$ cat config.mk
export PLATFORM = sky130hd
export DESIGN_NAME = demux_1to32_capture
export DESIGN_NICKNAME = d
export VERILOG_FILES = /design/src/rtl/demux_1to32_capture.sv
export SDC_FILE = /design/constraint.sdc
export NUM_CORES = 1
export LEC_CHECK = 0
export CAP_MARGIN = 15
export CORE_ASPECT_RATIO = 1.5
export CORE_MARGIN = 1
export CORE_UTILIZATION = 56
export DETAILED_ROUTE_END_ITERATION = 12
export GPL_ROUTABILITY_DRIVEN = 0
export GPL_TIMING_DRIVEN = 0
export PLACE_DENSITY = 0.87
export SLEW_MARGIN = 20
export SYNTH_ARGS = -nofsm -noshare
export SYNTH_HDL_FRONTEND = slang
export SYNTH_SLANG_ARGS = --single-unit
$ cat constraint.sdc
create_clock -name clk -period 2.55 [get_ports clk]
set_clock_uncertainty 0.1 [all_clocks]
set_input_delay 0.765 -clock clk [delete_from_list [all_inputs] [get_ports clk]]
set_output_delay 0.765 -clock clk [all_outputs]
set_load 0.01 [all_outputs]
$ cat src/rtl/demux_1to32_capture.sv
// demux_1to32_capture: steers a serial bit stream or direct single-bit writes into a register published on frame completion
module demux_1to32_capture #(
  parameter int WIDTH  = 32,
  parameter int ADDR_W = 5
) (
  input  logic              clk,
  input  logic              rst,
  input  logic              start,
  input  logic              din,
  input  logic              din_valid,
  input  logic              wr_en,
  input  logic [ADDR_W-1:0] wr_addr,
  input  logic              wr_bit,
  output logic              busy,
  output logic [ADDR_W-1:0] idx,
  output logic [WIDTH-1:0]  dout,
  output logic              frame_done,
  output logic              overrun
);
  localparam logic [0:0] IDLE = 1'b0;
  localparam logic [0:0] FILL = 1'b1;
  logic [0:0]        state_q, state_d;
  logic [WIDTH-1:0]  shadow_q, shadow_d, dout_q, dout_d;
  logic [ADDR_W-1:0] idx_q, idx_d;
  logic              done_q, done_d, ovr_q, ovr_d;
  logic              last;
  assign last = idx_q == ADDR_W'(WIDTH - 1);
  // start has priority in both states; direct writes only land when idle
  always_comb begin
    state_d  = state_q;
    shadow_d = shadow_q;
    dout_d   = dout_q;
    idx_d    = idx_q;
    done_d   = 1'b0;
    ovr_d    = ovr_q;
    if (start) begin
      state_d  = FILL;
      shadow_d = '0;
      idx_d    = '0;
    end else if (state_q == FILL) begin
      if (din_valid) begin
        shadow_d[idx_q] = din;
        idx_d           = idx_q + 1'b1;
        if (last) begin
          dout_d  = {din, shadow_q[WIDTH-2:0]};
          done_d  = 1'b1;
          state_d = IDLE;
        end
      end
    end else begin
      if (wr_en) begin
        shadow_d[wr_addr] = wr_bit;
        dout_d[wr_addr]   = wr_bit;
      end
      if (din_valid) ovr_d = 1'b1;
    end
  end
  always_ff @(posedge clk) begin
    if (rst) begin
      state_q  <= IDLE;
      shadow_q <= '0;
      dout_q   <= '0;
      idx_q    <= '0;
      done_q   <= 1'b0;
      ovr_q    <= 1'b0;
    end else begin
      state_q  <= state_d;
      shadow_q <= shadow_d;
      dout_q   <= dout_d;
      idx_q    <= idx_d;
      done_q   <= done_d;
      ovr_q    <= ovr_d;
    end
  end
  assign busy       = state_q == FILL;
  assign idx        = idx_q;
  assign dout       = dout_q;
  assign frame_done = done_q;
  assign overrun    = ovr_q;
endmodule

Yosys cells after proc, flatten, opt, wreduce, memory -nomap -nowiden
Index checks and enable logic that the tools add are counted.
Widths: inputs -> output; s select.
{ "classes": {"n_addsub": 1, "n_lt_le_gt_ge": 4, "n_eq_ne": 3, "n_mux": 19, "n_bitwise": 3, "n_reduce_logical": 9} }
{ "ops": {"columns": ["cell", "n"], "rows": [
  ["$mux 32", 7],
  ["$bwmux 32", 3],
  ["$lt 5x6->1 const B", 2],
  ["$demux 1 s5", 2],
  ["$ge 5x1->1 const B", 2],
  ["$mux 1", 7],
  ["$add 5x1->5 const B", 1],
  ["$eq 5x5->1 const B", 1],
  ["$reduce_and 2->1", 2],
  ["$reduce_and 4->1", 1],
  ["$reduce_or 4->1", 1],
  ["$not 1->1", 3],
  ["$reduce_and 3->1", 1],
  ["$logic_and 1x1->1", 2],
  ["$ne 2x1->1 const B", 1],
  ["$ne 2x2->1 const B", 1],
  ["$reduce_bool 2->1", 1],
  ["$reduce_or 2->1", 1]
]} }
{ "totals": {"reg_bits": 72, "in_bits": 12, "word_cells": 45} }

Longest topological paths before layout
{ "logic_depth": {"ltp_word": 7, "mapped_depth": 10} }

Worst setup path before layout
No wires, ideal clock.
{ "synth_path": {"path_kind": "register to register", "from": "register idx_q[2], in the netlist idx[2]", "to": "register dout_q[19], in the netlist dout[19]", "setup_ps": 101, "arrival_ps": 2210, "t_required_ps": 2349, "path_slack_ps": 139, "path_stages_with_launch": 10, "path_cell_list": "dfxtp_1 > clkbuf_1 > clkbuf_1 > and3_1 > ha_1 > nand3_1 > a21o_1 > clkbuf_1 > buf_2 > o41ai_1"} }
{ "synth_between": {"elab_chain_len": 3} }
{ "synth_lines": {"columns": ["element", "line_no", "rtl"], "rows": [
  ["from (decl)", "24", "logic [ADDR_W-1:0] idx_q, idx_d;"],
  ["from (signal assigned)", "70", "idx_q <= idx_d;"],
  ["$eq 5x5->1", "27", "assign last = idx_q == ADDR_W'(WIDTH - 1);"],
  ["via last", "26", "logic last;"],
  ["$ne 2x1->1 (no source line)", null, null],
  ["$reduce_and 4->1 (no source line)", null, null],
  ["to (signal assigned)", "69", "dout_q <= dout_d;"],
  ["to (decl)", "23", "logic [WIDTH-1:0] shadow_q, shadow_d, dout_q, dout_d;"]
]} }
The timed path passes the listed nets, and every way through them passes these cells.
A chain may end at the register's enable or synchronous reset.

Worst setup path in the final report
{ "layout_path": {"from": "input port wr_addr[4]", "to": "register dout_q[16], in the netlist dout[16]"} }
{ "layout_between": {"elab_chain_len": 7, "elab_cells_between_ends": 8, "classes_between": "order compare: 2; mux: 5; reduce/logical: 1"} }
{ "layout_lines": {"columns": ["element", "line_no", "rtl"], "rows": [
  ["from (decl)", "12", "input logic [ADDR_W-1:0] wr_addr,"],
  ["$lt 5x6->1 (implied by the code) / $ge 5x1->1 (equally long branches)", "53", "dout_d[wr_addr] = wr_bit;"],
  ["$logic_and 1x1->1 (implied by the code)", "53", null],
  ["$mux 1 (implied by the code)", "53", null],
  ["$demux 1 s5 *", "53", null],
  ["$bwmux 32 *", "53", null],
  ["$mux 32 *", "51", "if (wr_en) begin"],
  ["$mux 32 *", "40", "end else if (state_q == FILL) begin"]
]} }
Mark *: on every way between the ends. The rest lies on a longest branch, timed or not. The select of a mux whose other input is x is not followed.

==> flow_metrics.py <==
metrics = {
    "placement": {
        "io_buffers": 50,
        "hpwl_um": 9863,
        "place_ws_ps": -464.4,
    },
    "synthesis": {
        "synth_enable_flop_cells": 0,
        "synth_top_cell_area_share": 0.3402,
        "syn_inst": 519,
        "synth.cell_area_sq_um": 4178,
        "async_flop_share": 0,
        "yosys_warnings": 0,
        "synth.area.top_cells": "dfxtp_1 34%, a21oi_1 11%, nand3_1 4.0%",
        "synth_cell_types": 52,
        "yosysSeqAreaShare": 0.3402,
        "synth.avg_cell_area_sq_um": 8.050,
        "yosysTopAreaCell": "dfxtp_1",
        "synth_flop_cell": "dfxtp_1",
        "ys_seq_elements": 71,
        "syn-num-nets": 536,
    },
    "die": {
        "placementRows": 38,
        "start_util": 0.5781,
        "core-area_sq_um": 7227,
        "pin_count": 52,
        "dieArea_sq_um": 7817,
        "die_width_um": 72.53,
        "chipHeight_um": 107.8,
    },
    "final_layout": {
        "multi_input_area_sq_um": 2591,
        "seqCellArea_sq_um": 1425,
        "drive_gt1_frac": 0.1256,
        "most-common-layout-cells": "94 x a21oi_1, 68 x dfxtp_1, 48 x clkdlybuf4s50_1",
        "syn_to_final_growth_pct": 23.81,
        "utilization": 0.7157,
        "nNetsFinal": 601,
        "antennaDiodeCount": 0,
        "layout_commonest_cell": "a21oi_1",
        "num-fill-cells": 582,
    },
    "clock_tree": {
        "cts_buffers": 9,
        "htreeDepth": 3,
        "cts_tree": "done",
        "cts_buffer_depth": 2,
        "clk_latency_ps": 370,
        "clk_pin_slew_ps": 80,
        "clock-sinks": 71,
        "root_buffer": "clkbuf_8",
    },
    "timing": {
        "period_minus_slack_ps": 2540,
        "setup_ws_ps": 10.06,
        "hold_viol_final": 0,
        "whs_ps": 373.6,
        "slew_viol_final": 0,
        "finalSetupViolations": 0,
        "clock.fmax_mhz": 393.7,
        "fin_setup_tns_ps": 0,
        "worst_pin_slew_ps": 578.9,
        "max_slew_margin": 0.6141,
        "min_period_over_period": 0.9961,
    },
    "critical_path": {
        "r2r_slack_ps": 50,
        "start_kind": "input port",
        "arrival_ps": 2750,
        "critical_path_peak_fanout": 10,
        "critPathTopFamily": "buffers and inverters",
        "r2r_start": "idx[2]",
        "r2r-end": "dout[3]",
        "startpoint": "wr_addr[4]",
        "crit_chain": "clkdlybuf4s50_1, clkbuf_4, nor3b_2, a21oi_1, or3_1, a21oi_1",
        "slowest_delay_ps": 620,
        "critPathKind": "input port to register",
        "rr_worst_depth": 8,
        "crit_cells": 6,
        "critPathRequiredTime_ps": 2760,
        "endpoint_kind": "register",
        "cpMaxStageDelayCell": "clkdlybuf4s50_1",
        "cp_common_cell": "a21oi_1",
        "worst-path-buf-inv": 2,
    },
    "global_routing": {
        "grt_usage": 0.3667,
        "grt_max_degree": 12,
        "grt_overflow": 0,
        "grt_pass1_vias": 4400,
        "antenna_found_initial": 0,
        "grt_pass1_wl_um": 21790,
    },
    "pwr": {
        "power_density_nw_per_um2": 452.9,
        "p_leak_nw": 1.851,
        "ir_drop_v": 0.0003251,
    },
    "run": {
        "cap_violations": 0,
    },
    "routing": {
        "firstDrtPassIters": 7,
        "remaining_drc_errors": 0,
        "routedWlPerCell_um": 20.35,
        "vias": 4762,
        "avgViaCountPerCell": 6.911,
        "drt_iter0_markers": 508,
        "postRouteAntennaNets": 0,
        "wl_um": 14020,
    },
    "status": {
        "status": "complete, no violations",
    },
    "hold_path": {
        "worst_hold_path_type": "register to register",
        "holdPathStages": 2,
        "holdPathEnd": "dout[21]",
        "hp-start": "dout[21]",
    },
}
==> layer usage <==
| layer | global-route usage | wire length [um] | up-vias |
|---|---|---|---|
| li1 | - | - | 2115 |
| met3 | 0.07959 | 1336 | 94 |
| met4 | 0.3095 | 995 | 0 |
| met1 | 0.4277 | 5092 | 2196 |
| met2 | 0.5621 | 6594 | 357 |
| met5 | 0 | 0 | - |
==> cells by family after synthesis <==
kind of cell,share of synthesized area
xor+xnor,0.006290
fa+ha+maj,0.01497
simple gates,0.2249
flops,0.3402
compound gates,0.3471
buf+inv,0.06409
mux,0.002396
==> where the power goes <==
| group | switching [mW] | internal (mW) |
|---|---|---|
| Sequential | 0.00599 | 1.11 |
| Clock | 0.449 | 0.459 |
| Combinational | 0.215 | 0.0999 |
| Total | 0.669 | 1.67 |
==> cells in the mapped netlist, types with 4 or more instances <==
master	instances
nand3b_1	10
inv_1	4
nor2b_1	14
o211a_1	15
buf_2	16
a21oi_1	94
ha_1	5
o2bb2a_1	12
or3_1	21
nor3b_1	4
o41ai_1	11
o21ai_0	33
a22oi_1	8
a211oi_1	12
dfxtp_1	71
nand3_1	33
o22ai_1	18
nor3_1	4
and3b_1	4
nor2_1	27
nand2_1	9
nand4bb_1	4
clkbuf_1	32
o211ai_1	14
==> per-stage QoR <==
| stage | instance area (sq um) | power (mW) | instances |
|---|---|---|---|
| 3_3_place_gp | 4803 | 1.417 | 669 |
| 5_1_grt | 5172 | 2.403 | 689 |
| 2_1_floorplan | 4178 | 1.323 | 519 |
| 4_1_cts | 5021 | 2.305 | 684 |
| 3_5_place_dp | 4803 | 1.424 | 669 |
| 6_report | 5172 | 2.342 | 689 |
==> area by class of cell <==
class | instances | area share
buffer | 53 | 0.05225
timing repair buffer | 56 | 0.1064
multi-input combinational | 389 | 0.5010
tap | 100 | 0.02419
sequential | 71 | 0.2755
inverter | 4 | 0.002903
clock buffer | 14 | 0.03532
clock inverter | 2 | 0.002419
==> how the worst max path moves through the flow <==
stage	end	slack, ps
after floorplan	dout[19]	140
after global placement	dout[18]	-380
after detailed placement	dout[31]	-460
after CTS	dout[21]	2
after global routing	dout[16]	-110
final	dout[16]	10
==> flip-flops by register name (all words and copies together), names as in the netlist <==
signal / flops
overrun: 1
dout: 32
frame_done: 1
shadow_q: 31
idx: 5
busy: 1
==> repair_timing <==
action,CTS,global route
resized for setup,12,31
endpoints found under the hold margin,0,0
setup buffers,0,6
hold buffers,0,0
pin swaps,0,3
endpoints found under the setup margin,33,41
==> worst min-delay path, delay by kind of cell, from the launching register on <==
| kind | cells | cell delay (ps) |
|---|---|---|
| AO/OA/AOI/OAI | 2 | 120 |
| flip-flops | 1 | 310 |
Note: power is estimated with default switching activity, not from simulation.
